--- config.mk ---
export PLATFORM = sky130hd
export DESIGN_NAME = mem_stage
export DESIGN_NICKNAME = d
export VERILOG_FILES = /design/src/rtl/mem_stage_pkg.sv /design/src/rtl/mem_stage_ctrl.sv /design/src/rtl/mem_stage.sv
export SDC_FILE = /design/constraint.sdc
export NUM_CORES = 1
export LEC_CHECK = 0
export ABC_CLOCK_PERIOD_IN_PS = 2900
export CORE_MARGIN = 3
export CORE_UTILIZATION = 30
export CTS_CLUSTER_DIAMETER = 30
export DETAILED_ROUTE_END_ITERATION = 8
export SYNTH_ARGS = -nofsm -noshare
export SYNTH_HDL_FRONTEND = slang
export SYNTH_HIERARCHICAL = 1
export SYNTH_SLANG_ARGS = --single-unit
--- constraint.sdc ---
create_clock -name clk -period 2.9 [get_ports clk]
set_input_delay 0.29 -clock clk [delete_from_list [all_inputs] [get_ports clk]]
set_output_delay 0.29 -clock clk [all_outputs]
set_load 0.01 [all_outputs]
--- src/rtl/mem_stage_pkg.sv ---
// mem_stage_pkg
//    Shared definitions for the memory-access stage: the controller state
//    encoding, the default timeout limit and the wait-counter width.
//    Imported by mem_stage and mem_stage_ctrl.
package mem_stage_pkg;

   // Controller states. ERR is terminal until reset.
   typedef enum logic [1:0] {
      IDLE = 2'd0,
      BUSY = 2'd1,
      ERR  = 2'd2
   } memStateT;

   // BUSY cycles without mem_done before the stage gives up (legal range 1..255).
   localparam int DEFAULT_MAX_WAIT = 15;

   // The wait counter is sized for the largest legal MAX_WAIT.
   localparam int WAIT_CNT_W = 8;

endpackage

--- src/rtl/mem_stage_ctrl.sv ---
// mem_stage_ctrl
//    Control half of the memory stage: IDLE/BUSY/ERR state machine, the
//    BUSY wait counter, the kill flag for flushed in-flight accesses, and
//    the stall / mem_req / err / outValid outputs. It also hands the
//    datapath one-cycle strobes saying when to latch inputs or results.
// Ports
//    clk, rst    clock, synchronous active-high reset
//    inValid     EX presents an instruction
//    flush       kill the in-flight or incoming instruction
//    memOp       instruction is a load or store
//    illegalOp   unaligned address or load+store together
//    memDone     memory completes this cycle
//    stall       EX must hold its inputs
//    memReq      registered memory request, held until memDone
//    err         sticky error flag
//    outValid    registered one-cycle write-back valid pulse
//    acceptAlu   latch a non-memory instruction straight into the WB bundle
//    acceptMem   latch a memory instruction into the pending registers
//    retire      copy the pending instruction into the WB bundle
import mem_stage_pkg::*;

module mem_stage_ctrl #(
   parameter int MAX_WAIT = DEFAULT_MAX_WAIT
) (
   input  logic clk,
   input  logic rst,
   input  logic inValid,
   input  logic flush,
   input  logic memOp,
   input  logic illegalOp,
   input  logic memDone,
   output logic stall,
   output logic memReq,
   output logic err,
   output logic outValid,
   output logic acceptAlu,
   output logic acceptMem,
   output logic retire
);

   memStateT              state;
   logic [WAIT_CNT_W-1:0] waitCnt;
   logic                  kill;
   logic                  takeInput;

   // An instruction is taken only in IDLE and only if it is not being flushed.
   // A flush arriving in the same cycle as mem_done also kills the result.
   always_comb begin
      takeInput = (state == IDLE) && inValid && !flush;
      acceptAlu = takeInput && !memOp;
      acceptMem = takeInput && memOp && !illegalOp;
      retire    = (state == BUSY) && memDone && !kill && !flush;
      stall     = (state != IDLE) || (takeInput && memOp);
   end

   // State machine with registered request, error and valid outputs. The
   // wait counter counts BUSY cycles without mem_done; the last permitted
   // cycle moves to ERR and drops the request.
   always_ff @(posedge clk) begin
      if (rst) begin
         state    <= IDLE;
         waitCnt  <= '0;
         kill     <= 1'b0;
         err      <= 1'b0;
         memReq   <= 1'b0;
         outValid <= 1'b0;
      end else begin
         outValid <= 1'b0;
         case (state)
            IDLE: begin
               if (takeInput) begin
                  if (!memOp) begin
                     outValid <= 1'b1;
                  end else if (illegalOp) begin
                     err   <= 1'b1;
                     state <= ERR;
                  end else begin
                     state   <= BUSY;
                     memReq  <= 1'b1;
                     waitCnt <= '0;
                     kill    <= 1'b0;
                  end
               end
            end
            BUSY: begin
               if (memDone) begin
                  state    <= IDLE;
                  memReq   <= 1'b0;
                  kill     <= 1'b0;
                  outValid <= !(kill || flush);
               end else begin
                  if (flush) begin
                     kill <= 1'b1;
                  end
                  waitCnt <= waitCnt + 1'b1;
                  if (waitCnt == WAIT_CNT_W'(MAX_WAIT - 1)) begin
                     err    <= 1'b1;
                     memReq <= 1'b0;
                     state  <= ERR;
                  end
               end
            end
            ERR: begin
               state <= ERR;
            end
            default: begin
               state  <= IDLE;
               memReq <= 1'b0;
            end
         endcase
      end
   end

endmodule

--- src/rtl/mem_stage.sv ---
// mem_stage
//    Memory-access stage between execute and write-back. Non-memory
//    instructions pass through with one cycle of latency; loads and stores
//    are issued to a variable-latency data memory over a req/done handshake
//    while EX is stalled. The registered WB bundle is updated only when a
//    result is delivered, so its data fields hold while out_valid is low.
// Ports
//    clk, rst                         clock, synchronous active-high reset
//    in_valid, flush                  EX handshake and kill
//    aluResult, storeData, nextPC     EX data (aluResult is the memory address)
//    memRead, memWrite                load / store select
//    memToReg, writeR7, writeEn       WB control passed through
//    writeReg                         destination register
//    stall                            EX must hold its inputs
//    mem_req, mem_wr, mem_addr,
//    mem_wdata, mem_done, mem_rdata   data-memory handshake
//    out_valid, out_*                 WB bundle
//    err                              sticky error
import mem_stage_pkg::*;

module mem_stage #(
   parameter int DATA_W   = 16,
   parameter int REG_W    = 3,
   parameter int MAX_WAIT = DEFAULT_MAX_WAIT
) (
   input  logic              clk,
   input  logic              rst,
   input  logic              in_valid,
   input  logic              flush,
   input  logic [DATA_W-1:0] aluResult,
   input  logic [DATA_W-1:0] storeData,
   input  logic [DATA_W-1:0] nextPC,
   input  logic              memRead,
   input  logic              memWrite,
   input  logic              memToReg,
   input  logic              writeR7,
   input  logic              writeEn,
   input  logic [REG_W-1:0]  writeReg,
   output logic              stall,
   output logic              mem_req,
   output logic              mem_wr,
   output logic [DATA_W-1:0] mem_addr,
   output logic [DATA_W-1:0] mem_wdata,
   input  logic              mem_done,
   input  logic [DATA_W-1:0] mem_rdata,
   output logic              out_valid,
   output logic [DATA_W-1:0] out_readData,
   output logic [DATA_W-1:0] out_aluResult,
   output logic [DATA_W-1:0] out_nextPC,
   output logic              out_memToReg,
   output logic              out_writeR7,
   output logic              out_writeEn,
   output logic [REG_W-1:0]  out_writeReg,
   output logic              err
);

   logic              memOp;
   logic              illegalOp;
   logic              acceptAlu;
   logic              acceptMem;
   logic              retire;
   logic [DATA_W-1:0] pendNextPC;
   logic              pendMemToReg;
   logic              pendWriteR7;
   logic              pendWriteEn;
   logic [REG_W-1:0]  pendWriteReg;
   logic              bundleWriteEn;

   // Halfword accesses must be even; a load and store at once is undefined.
   always_comb begin
      memOp     = memRead || memWrite;
      illegalOp = aluResult[0] || (memRead && memWrite);
   end

   mem_stage_ctrl #(
      .MAX_WAIT(MAX_WAIT)
   ) ctrl (
      .clk      (clk),
      .rst      (rst),
      .inValid  (in_valid),
      .flush    (flush),
      .memOp    (memOp),
      .illegalOp(illegalOp),
      .memDone  (mem_done),
      .stall    (stall),
      .memReq   (mem_req),
      .err      (err),
      .outValid (out_valid),
      .acceptAlu(acceptAlu),
      .acceptMem(acceptMem),
      .retire   (retire)
   );

   // Pending registers hold an accepted memory instruction for the whole
   // access; address, write data and direction drive the memory port
   // directly so they stay stable while mem_req is high.
   always_ff @(posedge clk) begin
      if (rst) begin
         mem_addr     <= '0;
         mem_wdata    <= '0;
         mem_wr       <= 1'b0;
         pendNextPC   <= '0;
         pendMemToReg <= 1'b0;
         pendWriteR7  <= 1'b0;
         pendWriteEn  <= 1'b0;
         pendWriteReg <= '0;
      end else if (acceptMem) begin
         mem_addr     <= aluResult;
         mem_wdata    <= storeData;
         mem_wr       <= memWrite;
         pendNextPC   <= nextPC;
         pendMemToReg <= memToReg;
         pendWriteR7  <= writeR7;
         pendWriteEn  <= writeEn;
         pendWriteReg <= writeReg;
      end
   end

   // The WB bundle is loaded either straight from EX (non-memory op) or from
   // the pending registers when the access retires. Stores leave readData
   // untouched since nothing downstream consumes it.
   always_ff @(posedge clk) begin
      if (rst) begin
         out_readData  <= '0;
         out_aluResult <= '0;
         out_nextPC    <= '0;
         out_memToReg  <= 1'b0;
         out_writeR7   <= 1'b0;
         bundleWriteEn <= 1'b0;
         out_writeReg  <= '0;
      end else if (acceptAlu) begin
         out_aluResult <= aluResult;
         out_nextPC    <= nextPC;
         out_memToReg  <= memToReg;
         out_writeR7   <= writeR7;
         bundleWriteEn <= writeEn;
         out_writeReg  <= writeReg;
      end else if (retire) begin
         if (!mem_wr) begin
            out_readData <= mem_rdata;
         end
         out_aluResult <= mem_addr;
         out_nextPC    <= pendNextPC;
         out_memToReg  <= pendMemToReg;
         out_writeR7   <= pendWriteR7;
         bundleWriteEn <= pendWriteEn;
         out_writeReg  <= pendWriteReg;
      end
   end

   // Register writes must only happen on the cycle the bundle is valid.
   always_comb begin
      out_writeEn = bundleWriteEn && out_valid;
   end

endmodule

# ---- Word-level counts from Yosys, hierarchy flattened
# Index checks and enable logic that the tools add are counted.
dict set report totals {
  ff_bits 123
  in_bits 77
  output_inout_bits 91
  elab_cells 110
}
dict set report classes {
  addsub 1
  n_eq_ne 11
  n_mux 45
  bitwise 3
  n_reduce_logical 29
}
# cell n
set op_table {}
lappend op_table {{2-to-1 mux 16 bit} 4}
lappend op_table {{2-to-1 mux 8 bit} 4}
lappend op_table {{2-to-1 mux 1 bit} 24}
lappend op_table {{one-hot mux 8 bit (2 select lines)} 1}
lappend op_table {{AND reduction 5 bit} 3}
lappend op_table {{logical AND 1 bit} 10}
lappend op_table {{2-to-1 mux 2 bit} 5}
lappend op_table {{adder 8 x 1 -> 8 bit, second input constant} 1}
lappend op_table {{== test 8 x 4 -> 1 bit, second input constant} 1}
lappend op_table {{2-to-1 mux 3 bit} 2}
lappend op_table {{inequality test 2 x 1 -> 1 bit, second input constant} 3}
lappend op_table {{inequality test 2 bit, second input constant} 3}
lappend op_table {{inequality test 3 bit, second input constant} 2}
lappend op_table {{one-hot mux 1 bit (2 select lines)} 3}
lappend op_table {{one-hot mux 2 bit (3 select lines)} 1}
lappend op_table {{AND reduction 3 bit} 2}
lappend op_table {{AND reduction 6 bit} 1}
lappend op_table {{nonzero test 2 bit} 3}
lappend op_table {{zero test 1 bit} 5}
lappend op_table {{logical OR 1 bit} 4}
lappend op_table {{inverter 1 bit} 3}
lappend op_table {{one-hot mux 1 bit (3 select lines)} 1}
lappend op_table {{== test 2 x 1 -> 1 bit, second input constant} 1}
lappend op_table {{== test 2 bit, second input constant} 1}
lappend op_table {{zero test 2 bit} 1}

# ---- Logic depth before layout (Yosys ltp)
# Gate-level depths: netlist (run 1).
dict set report logic_depth {
  word_depth 6
  mapped_depth 9
}

# ---- Hierarchy
# Netlist (run 1), hierarchy kept.
# module instances cells_per_inst area_per_inst_um2 seq_area_each_um2
set by_module_without_submodules {}
lappend by_module_without_submodules {mem_stage 1 420 4531.8 2182.1}
lappend by_module_without_submodules {mem_stage_ctrl 1 93 798.3 280.3}

# ---- Least setup slack after synthesis (run 1)
# Ideal clock, no wire load.
dict set report synth_path {
  path_type {register to register}
  startpoint {register ctrl.state[0]}
  endpoint {register out_aluResult[0]}
  setup_time_ns 0.130
  arrival_time_ns 2.031
  required_time_ns 2.770
  path_slack_ns 0.739
  path_stages_with_launch 9
  synth_period_minus_slack_ns 2.161
  cell_sequence {dfxtp_1 > buf_4 > or2_2 > clkbuf_1 > nor4b_1 > buf_2 > clkbuf_1 > nor2b_1 > a211oi_2}
}
dict set report synth_between {
  elab_chain_len 5
  elab_cells_between_ends 10
}
# item line
set synth_lines {}
lappend synth_lines {{start, declared} mem_stage_ctrl.sv:41} ;# memStateT state;
lappend synth_lines {{start signal, assigned} mem_stage_ctrl.sv:61} ;# state <= IDLE;
lappend synth_lines {{start signal, assigned} mem_stage_ctrl.sv:76} ;# state <= ERR;
lappend synth_lines {{start signal, assigned} mem_stage_ctrl.sv:78} ;# state <= BUSY;
lappend synth_lines {{zero test 2 bit *} mem_stage_ctrl.sv:49} ;# takeInput = (state == IDLE) && inValid && !flush;
lappend synth_lines {{logical AND 1 bit * (2 in series)} mem_stage_ctrl.sv:49}
lappend synth_lines {{logical AND 1 bit *} mem_stage_ctrl.sv:50} ;# acceptAlu = takeInput && !memOp;
lappend synth_lines {{via acceptAlu} mem_stage.sv:59} ;# logic acceptAlu;
lappend synth_lines {{2-to-1 mux 16 bit or nonzero test 2 bit (tied branches)} --}
lappend synth_lines {{end signal, assigned} mem_stage.sv:132} ;# out_aluResult <= aluResult;
lappend synth_lines {{end signal, assigned} mem_stage.sv:142} ;# out_aluResult <= mem_addr;
lappend synth_lines {{end, declared} mem_stage.sv:48} ;# output logic [DATA_W-1:0] out_aluResult,
# The timed path passes the listed nets; every way through them passes the cells marked *.
# A chain may end at the register's enable or synchronous reset.

# ---- Worst setup path in the final report (run 1)
dict set report layout_path {
  startpoint {register ctrl.state[1]}
  endpoint {register out_writeReg[0]}
}
dict set report layout_between {
  elab_chain_len 5
  elab_cells_between_ends 10
}
# item line
set layout_lines {}
lappend layout_lines {{zero test 2 bit *} mem_stage_ctrl.sv:49}
lappend layout_lines {{logical AND 1 bit * (2 in series)} mem_stage_ctrl.sv:49}
lappend layout_lines {{logical AND 1 bit *} mem_stage_ctrl.sv:50}
lappend layout_lines {{via acceptAlu} mem_stage.sv:59}
lappend layout_lines {{2-to-1 mux 3 bit or nonzero test 2 bit (tied branches)} --}
lappend layout_lines {{end signal, assigned} mem_stage.sv:137} ;# out_writeReg <= writeReg;
lappend layout_lines {{end signal, assigned} mem_stage.sv:147} ;# out_writeReg <= pendWriteReg;
lappend layout_lines {{end, declared} mem_stage.sv:53} ;# output logic [REG_W-1:0] out_writeReg,
# Marks and branches as above.

==> out/qor.yml, run 1 <==
peakVddDrop_mv: 0.411
wl_um: 14000
gp_congestion: 0.796
ys_types: 44
use_met2: 0.247
rsz0062_at_grt: "false"
end_kind: "flip-flop"
finalSetupViolCount: 0
hp-class: "input port to flip-flop"
power_frac_comb: 0.091
grt_use_met1: 0.177
cts_setup_buffers: 0
critPathArrivalTime_ps: 2490
cts-root-buf: "clkbuf_16"
seqPwrFrac: 0.415
worstHoldEndpoint: "ctrl/outValid"
ys_seq_area_frac: 0.462
wire_per_inst_um: 15.4
p_sw_frac: 0.215
busiest_layer: "met2"
worstSkewPairLatency_ps: 420
grt_pass1_wl_um: 23300
power.switching_mw: 0.912
intPower_mw: 3.33
synth_area_leaders: "dfxtp_1 (46%), mux2i_1 (21%), a211oi_2 (4.7%), nor2b_1 (4.7%), nor2_1 (4.2%)"
cts.clk_slew.worst_paths_ps: 60
die_y_um: 139
clockPowerShare: 0.494
multi_input_area_mm2: 0.00263
critPathKind: "flip-flop to flip-flop"
synthesis.area_mm2: 0.00533
r2r_slack_ps: 730
async_flop_share: 0
cts_tree: "done"
max_cap_violations: 0
drt-vias-per-instance: 4.76
hold_viol_final: 0
synth_xor_area_frac: 0
antenna_found_initial: 0
synthCells: 513
synth_fa_ha_area_frac: 0.00469
row_count: 48
core_mm2: 0.0174
fp.dieW_um: 139
clock_skew_ps: 7.14
cts_htree_levels: 4
initial_utilization: 0.307
vias: 4323
route.detailed.drc: 0
startpoint_type: "flip-flop"
period_share: 0.748
synth_edf_count: 0
drive_above_1_share: 0.104
overflow: 0
final_common_cell: "clkdlybuf4s50_1"
fin_setup_tns_ps: 0
syn-mean-instance-area_um2: 10.4
cts_buffers: 17
synth_top_area_cell: "dfxtp_1"
status: "complete, no violations"
cts_sinks: 123
powerDensity_mw_per_mm2: 544
fmax_mhz: 461
drtAntennaViolNets: 0
diodes: 0
crit_path_start: "ctrl/state[1]"
rr_endpoint: "out_writeReg[0]"
worstRegToRegCells: 5
synth_nets: 592
yosysWarnings: 6
nNetsFinal: 751
setup_slack_ps: 729
critPathMaxFanout: 38
place_ws_ps: 374
p_leak_nw: 2.57
dr.pass1.iters: 4
synth_top_family_by_area: "multiplexers"
cts_hold_buf: 0
synth_seq_cells: 123
hp-start: "rst"
timing.slew.headroom: 0.357
clock_path_buffers: 2
fin_crit_ps: 2170
synth_top_area_share: 0.462
ys.flop_type: "dfxtp_1"
area_growth_pct: 46.2
io_pins: 168
port_buffers: 167
tightest_slew_ps: 963
synth_compound_area_frac: 0.116
layout_common_cells: "clkdlybuf4s50_1 (166), dfxtp_1 (123), mux2i_1 (110)"
dieArea_mm2: 0.0194
met3_usage: 0.0502
drt_iter0_drc: 193
fillers: 1611
hold_depth: 3
synthSimpleGateAreaFrac: 0.163
cp.required_ps: 3220
place_hpwl_um: 9850
grt_max_degree: 58
ff_latch_area_mm2: 0.00246
synth_mux_area_frac: 0.207
reg2reg_from: "ctrl/state[1]"
grt_pass1_vias: 4604
drv_slew: 0
cts-resized-gates: 0
track_usage: 0.148
[synth_stat cells (all sizes together), types with 2 or more instances]
master,n
dfxtp,123
mux2i,110
nor2,59
a211oi,40
nor2b,40
nand2b,35
buf,27
clkbuf,12
inv,8
o211ai,8
a21oi,5
a31oi,4
nand2,4
a311oi,3
or2,3
a221oi,2
and2,2
ha,2
nand3,2
nand4,2
nor3b,2
or4,2
[metal layers]
metal  up-vias  wire (um)  part of all wire
li1       2115          -                 -
met1      2050       6180              0.44
met4         0        231             0.017
met5         -          0                 0
met3        19       1040             0.074
met2       139       6560              0.47
[cells by family (layout without fill, tap and decap cells)]
group / after synthesis / after routing
adder cells (fa/ha/maj): 2 / 2
multiplexers: 110 / 110
AO/OA/AOI/OAI: 70 / 70
flip-flops: 123 / 123
buffers and inverters: 47 / 218
AND/OR/NAND/NOR: 161 / 161
[final cells by class]
class	instances	area share
Clock buffer	25	0.0649
Clock inverter	6	0.0109
Inverter	8	0.00401
Multi-Input combinational cell	343	0.337
Sequential cell	123	0.316
Tap cell	225	0.0361
Timing Repair Buffer	179	0.231
[worst max-delay path: stages (launching register included)]
cell and delay, ps:
dfxtp_1 420, or2_2 410, nor4b_2 280, buf_4 220
inv_2 370, a211oi_1 360
[registers in the layout, indices dropped and copies added, names as in the netlist, 2 cells and up]
| signal | cells |
|---|---|
| mem_addr | 16 |
| mem_wdata | 16 |
| out_aluResult | 16 |
| out_nextPC | 16 |
| out_readData | 16 |
| pendNextPC | 16 |
| ctrl/waitCnt | 8 |
| out_writeReg | 3 |
| pendWriteReg | 3 |
| ctrl/state | 2 |
[worst max-delay path by stage]
stage	end	slack [ps]	depth (start not counted)
3_3_place_gp	mem_wdata[11]	420	8
4_1_cts	out_writeReg[0]	720	5
3_5_place_dp	mem_wdata[8]	370	8
6_report	out_writeReg[0]	730	5
2_1_floorplan	out_aluResult[0]	740	8
5_1_grt	out_writeReg[0]	550	5
[stage by stage]
step | std cells | hold slack, ps | util | total power, mW | cell area [um^2]
2_1_floorplan | 513 | 368 | - | 1.96 | 5330
3_3_place_gp | 878 | 458 | 0.415 | 2.18 | 7200
3_5_place_dp | 878 | 462 | 0.415 | 2.19 | 7200
4_1_cts | 909 | 349 | 0.449 | 4.30 | 7790
5_1_grt | 909 | 395 | 0.449 | 4.41 | 7790
6_report | 909 | 345 | 0.449 | 4.24 | 7790
[power groups by stage]
stage	logic, mW	clock network, mW	registers (mW)
2_1_floorplan	0.156	0	1.81
3_3_place_gp	0.381	0	1.80
3_5_place_dp	0.388	0	1.80
4_1_cts	0.390	2.14	1.76
5_1_grt	0.417	2.23	1.77
6_report	0.385	2.09	1.76
No activity file was read; power rests on OpenSTA's default activity.
==> run 2: changes to the inputs <==
- ABC_CLOCK_PERIOD_IN_PS: 2900 -> 2190
- clock period: 2.9 -> 2.19 ns (I/O delays scaled with it)
==> run 2 against run 1 <==
Compared with the run above: combinational power is 39% higher; die area unchanged; via count rose by 1.5%; hold slack lost 45 ps; critical path type is now input port to primary output; sequential power rose by 32%; critical path depth unchanged; cell area up 2.3%; count of clock-buffer cells in the layout shrank 3; non-clock buffer count rose by 14; power up 33%; highest routed layer unchanged; flip-flop and latch count unchanged.
==> out/qor.yml, run 2 (same netlist as run 1, synthesis figures left out) <==
period_share: 0.900
overflow: 0  # unchanged
track_usage: 0.149  # +0.00155
final_common_cell: "clkdlybuf4s50_1"
drt_iter0_drc: 201  # +4.1%
end_kind: "primary output"
area_growth_pct: 49.5
cts-resized-gates: 0  # unchanged
worstSkewPairLatency_ps: 410  # about the same
fmax_mhz: 507
hp-class: "input port to flip-flop"
setup_slack_ps: 219  # -510 ps
cts_tree: "done"
cp.required_ps: 1970  # -1250 ps
startpoint_type: "input port"
cts_sinks: 123  # unchanged
die_y_um: 139  # unchanged
total_power_mw: 5.64  # +33%
wl_um: 14500  # +3.7%
max_cap_violations: 0  # unchanged
fin_crit_ps: 1970
route.detailed.drc: 0  # unchanged
drv_slew: 0  # unchanged
dpl.cell_count: 892  # +1.6%
cts_setup_buffers: 0  # unchanged
drtAntennaViolNets: 0  # unchanged
p_sw_frac: 0.224  # +0.00900
gp_congestion: 0.852  # +7.1%
grt_pass1_vias: 4611  # +0.15%
final_util: 0.459  # +0.0103
critPathArrivalTime_ps: 1750  # -740 ps
layout_common_cells: "clkdlybuf4s50_1 (166), dfxtp_1 (123), mux2i_1 (110)"
critPathMaxFanout: 3  # -92%
peakVddDrop_mv: 0.543  # +32%
finalSetupViolCount: 0  # unchanged
grt_max_degree: 79  # +36%
row_count: 48  # unchanged
seqPwrFrac: 0.413  # -0.002
fillers: 1580  # -1.9%
status: "complete, no violations"
io_pins: 168  # unchanged
clock_path_buffers: 2  # unchanged
intPower_mw: 4.37  # +31%
p_leak_nw: 2.66  # +3.5%
port_buffers: 167  # unchanged
cts_buffers: 17  # unchanged
fp.dieW_um: 139  # unchanged
drive_above_1_share: 0.124  # +0.0207
fin_setup_tns_ps: 0  # unchanged
place_hpwl_um: 10400  # +5.4%
diodes: 0  # unchanged
tightest_slew_ps: 583  # -380 ps
cts-root-buf: "clkbuf_16"
wire_per_inst_um: 15.7  # +2.1%
timing.slew.headroom: 0.608  # +0.251
rsz0062_at_grt: "false"
hold_viol_final: 0  # unchanged
critPathKind: "input port to primary output"
powerDensity_mw_per_mm2: 707  # +30%
grt_pass1_wl_um: 23700  # +1.8%
clock_skew_ps: 6.97  # -0.167 ps
place_ws_ps: -44.3  # -418 ps
dr.pass1.iters: 4  # unchanged
nNetsFinal: 765  # +1.9%
power_frac_comb: 0.095  # +0.004
final_cells: 924  # +1.7%
cts_htree_levels: 4  # unchanged
power.switching_mw: 1.26  # +38%
clockPowerShare: 0.491  # -0.003
vias: 4388  # +1.5%
drt-vias-per-instance: 4.75  # -0.14%
antenna_found_initial: 0  # unchanged
core_mm2: 0.0174  # unchanged
cts_hold_buf: 0  # unchanged
dieArea_mm2: 0.0194  # unchanged
cts.clk_slew.worst_paths_ps: 60  # about the same
initial_utilization: 0.307  # unchanged
[run 2: changes by cell type in the layout (fill, tap and decap cells not counted)]
| cell | previous run | this run |
|---|---|---|
| clkinv_2 | 3 | 4 |
| clkinvlp_4 | 2 | 3 |
| clkbuf_1 | 3 | 2 |
| buf_12 | 3 | 9 |
| buf_4 | 10 | 18 |
| clkbuf_8 | 5 | 3 |
| clkinv_4 | 0 | 1 |
| inv_6 | 0 | 1 |
[run 2: routing by layer]
layer | wire length (um) | global-route usage | vias to the layer above | part of all wire
li1 | - | - | 2144 | -
met1 | 6510 | 0.187 | 2078 | 0.45
met2 | 6780 | 0.244 | 154 | 0.47
met3 | 1100 | 0.0543 | 12 | 0.076
met4 | 138 | 0.0402 | 0 | 0.0095
met5 | 0 | 0 | - | 0
[run 2: worst paths after layout]
| kind | depth (start not counted) | start | endpoint | slack, ps |
|---|---|---|---|---|
| worst max-delay path | 5 | memWrite | stall | 220 |
| worst min-delay path | 3 | rst | out_readData[4] | 300 |
| worst max register to register | 6 | ctrl/state[0] | out_nextPC[3] | 310 |
| worst min register to register | 2 | out_readData[12] | out_readData[12] | 480 |
[run 2: final cells by class]
type / instances / area (um^2) / share of cell area
clock inverters: 10 / 115 / 0.0144
repair buffers: 193 / 1980 / 0.248
clock buffers: 22 / 474 / 0.0595
inverters: 8 / 31.3 / 0.00392
well taps: 225 / 282 / 0.0353
flip-flops and latches: 123 / 2460 / 0.309
multi-input cells: 343 / 2630 / 0.330
[run 2: power groups by stage]
stage	Clock [mW]	Combinational [mW]	Sequential [mW]
floorplan	0	0.206	2.39
global placement	0	0.530	2.38
detailed placement	0	0.540	2.38
CTS	2.85	0.542	2.33
global route	2.94	0.577	2.34
finish	2.77	0.536	2.33
[run 2: worst max-delay path, cell delays in order]
cell and delay [ps]:
clkdlybuf4s50_1 440, or2_2 350, nand3b_1 160, nand2_1 90, clkdlybuf4s50_1 490
[run 2: stage by stage]
| step | hold WS [ps] | area [um^2] |
|---|---|---|
| global placement | 460 | 7380 |
| finish | 300 | 7970 |
| global route | 333 | 7970 |
| floorplan | 297 | 5330 |
| detailed placement | 468 | 7380 |
| CTS | 286 | 7970 |
==> run 3: changes to the inputs <==
- CTS_BUF_LIST: unset -> sky130_fd_sc_hd__clkbuf_16
- PLACE_DENSITY: unset -> 0.66
==> run 3 against run 2 <==
Compared with the run above: global-route usage hardly changed; flip-flop and latch count is the same; critical endpoint unchanged; clock power rose by 4%; sequential power about the same; hold slack lost 100 ps; cell area down 0.13%; non-clock buffer count shrank 2; sequential share of layout area about the same; count of clock-buffer cells in the layout decreased by 5; critical path type unchanged; critical path depth unchanged; power increased by 2.2%; die area did not move.
==> out/qor.yml, run 3 (same netlist as run 1, synthesis figures left out) <==
status: "complete, no violations"
cts_tree: "done"
startpoint_type: "input port"
core_mm2: 0.0174  # unchanged
cts-resized-gates: 0  # unchanged
cp_slowest_cell: "clkdlybuf4s50_1"
crit_buf_inv: 2  # unchanged
nNetsFinal: 763  # -0.26%
area_growth_pct: 49.3
critPathMaxFanout: 3  # unchanged
fin_area_mm2: 0.00796  # -0.13%
dr.pass1.iters: 4  # unchanged
fillers: 1598  # +1.1%
fin_crit_ps: 1960  # -8.92 ps
tightest_slew_ps: 587  # +4.64 ps
max_cap_violations: 0  # unchanged
grt_pass1_wl_um: 23500  # -0.73%
wire_per_inst_um: 15.8  # +0.32%
final_util: 0.459  # -0.000576
dieArea_mm2: 0.0194  # unchanged
row_count: 48  # unchanged
cts_setup_buffers: 0  # unchanged
ff_latch_area_mm2: 0.00246  # unchanged
cp_slowest_stage_delay_ps: 480  # about the same
final_common_cell: "clkdlybuf4s50_1"
cts-root-buf: "clkbuf_16"
p_leak_nw: 2.66  # +0.17%
worstSkewPairLatency_ps: 410  # about the same
clock_path_buffers: 2  # unchanged
cpLargestDelayFamily: "buffers and inverters"
finalSetupViolCount: 0  # unchanged
cts_htree_levels: 4  # unchanged
cts_sinks: 123  # unchanged
die_y_um: 139  # unchanged
drive_above_1_share: 0.118  # -0.00682
period_share: 0.896  # -0.00407
dpl.cell_count: 890  # -0.22%
antenna_found_initial: 0  # unchanged
end_kind: "primary output"
cp.required_ps: 1970  # about the same
fmax_mhz: 510  # +0.45%
cp_cell_sequence: "clkdlybuf4s50_1 > or2_2 > nand3b_1 > nand2_1 > clkdlybuf4s50_1"
fp.dieW_um: 139  # unchanged
port_buffers: 167  # unchanged
timing.slew.headroom: 0.605  # -0.00312
multi_input_area_mm2: 0.00263  # unchanged
hold_viol_final: 0  # unchanged
diodes: 0  # unchanged
r2r_slack_ps: 270  # -40 ps
rsz0062_at_grt: "false"
drt_iter0_drc: 211  # +5.0%
drt-vias-per-instance: 4.78  # +0.72%
layout_common_cells: "clkdlybuf4s50_1 (166), dfxtp_1 (123), mux2i_1 (110)"
post_dp_cell_area_mm2: 0.00735  # -0.39%
clock_skew_ps: 8.23  # +1.26 ps
total_power_mw: 5.76  # +2.2%
final_cells: 922  # -0.22%
overflow: 0  # unchanged
io_pins: 168  # unchanged
peakVddDrop_mv: 0.513  # -5.5%
grt_pass1_vias: 4501  # -2.4%
critPathKind: "input port to primary output"
hp-class: "input port to flip-flop"
fin_setup_tns_ps: 0  # unchanged
vias: 4410  # +0.50%
cts.clk_slew.worst_paths_ps: 50  # about the same
cts_hold_buf: 0  # unchanged
critPathArrivalTime_ps: 1740  # about the same
track_usage: 0.149  # -0.000360
drv_slew: 0  # unchanged
cts_buffers: 17  # unchanged
drtAntennaViolNets: 0  # unchanged
gp_congestion: 0.862  # +1.1%
grt_max_degree: 58  # -27%
powerDensity_mw_per_mm2: 724  # +2.3%
wl_um: 14500  # +0.10%
place_hpwl_um: 10100  # -3.2%
path_common_cell: "clkdlybuf4s50_1"
initial_utilization: 0.307  # unchanged
route.detailed.drc: 0  # unchanged
-- run 3: path summary, 6_finish.rpt --
| path | cells after the start | end | start |
|---|---|---|---|
| max reg2reg | 6 | out_aluResult[15] | ctrl/state[0] |
| min | 2 | pendWriteEn | rst |
| min reg2reg | 2 | out_readData[6] | out_readData[6] |
| max | 5 | stall | memWrite |
-- run 3: area by class of cell --
cell class | instances | area share
Multi-Input combinational cell | 343 | 0.330
Sequential cell | 123 | 0.309
Timing Repair Buffer | 191 | 0.245
Clock buffer | 17 | 0.0534
Tap cell | 225 | 0.0354
Clock inverter | 15 | 0.0229
Inverter | 8 | 0.00377
-- run 3: per-stage QoR --
step	hold slack, ps	setup WS (ps)
floorplan	297	29.0
global placement	462	-18.4
detailed placement	460	-74.0
CTS	185	237
global route	230	147
finish	197	228
-- run 3: layer usage --
layer | wire length, um | global-route usage | part of all wire
met5 | 0 | 0 | 0
met4 | 146 | 0.0376 | 0.010
met3 | 1110 | 0.0526 | 0.077
met2 | 6820 | 0.243 | 0.47
met1 | 6450 | 0.189 | 0.44
-- run 3: worst reg2reg max path, stage by stage (launching register included) --
cell and delay (ps):
dfxtp_1 390, or2_2 410, nor4b_2 340, buf_4 200
inv_2 60, buf_4 180, a211oi_1 250
-- run 3: power breakdown --
group	internal [mW]	switching, mW
logic	0.312	0.222
registers	2.30	0.0347
clock network	1.88	1.01
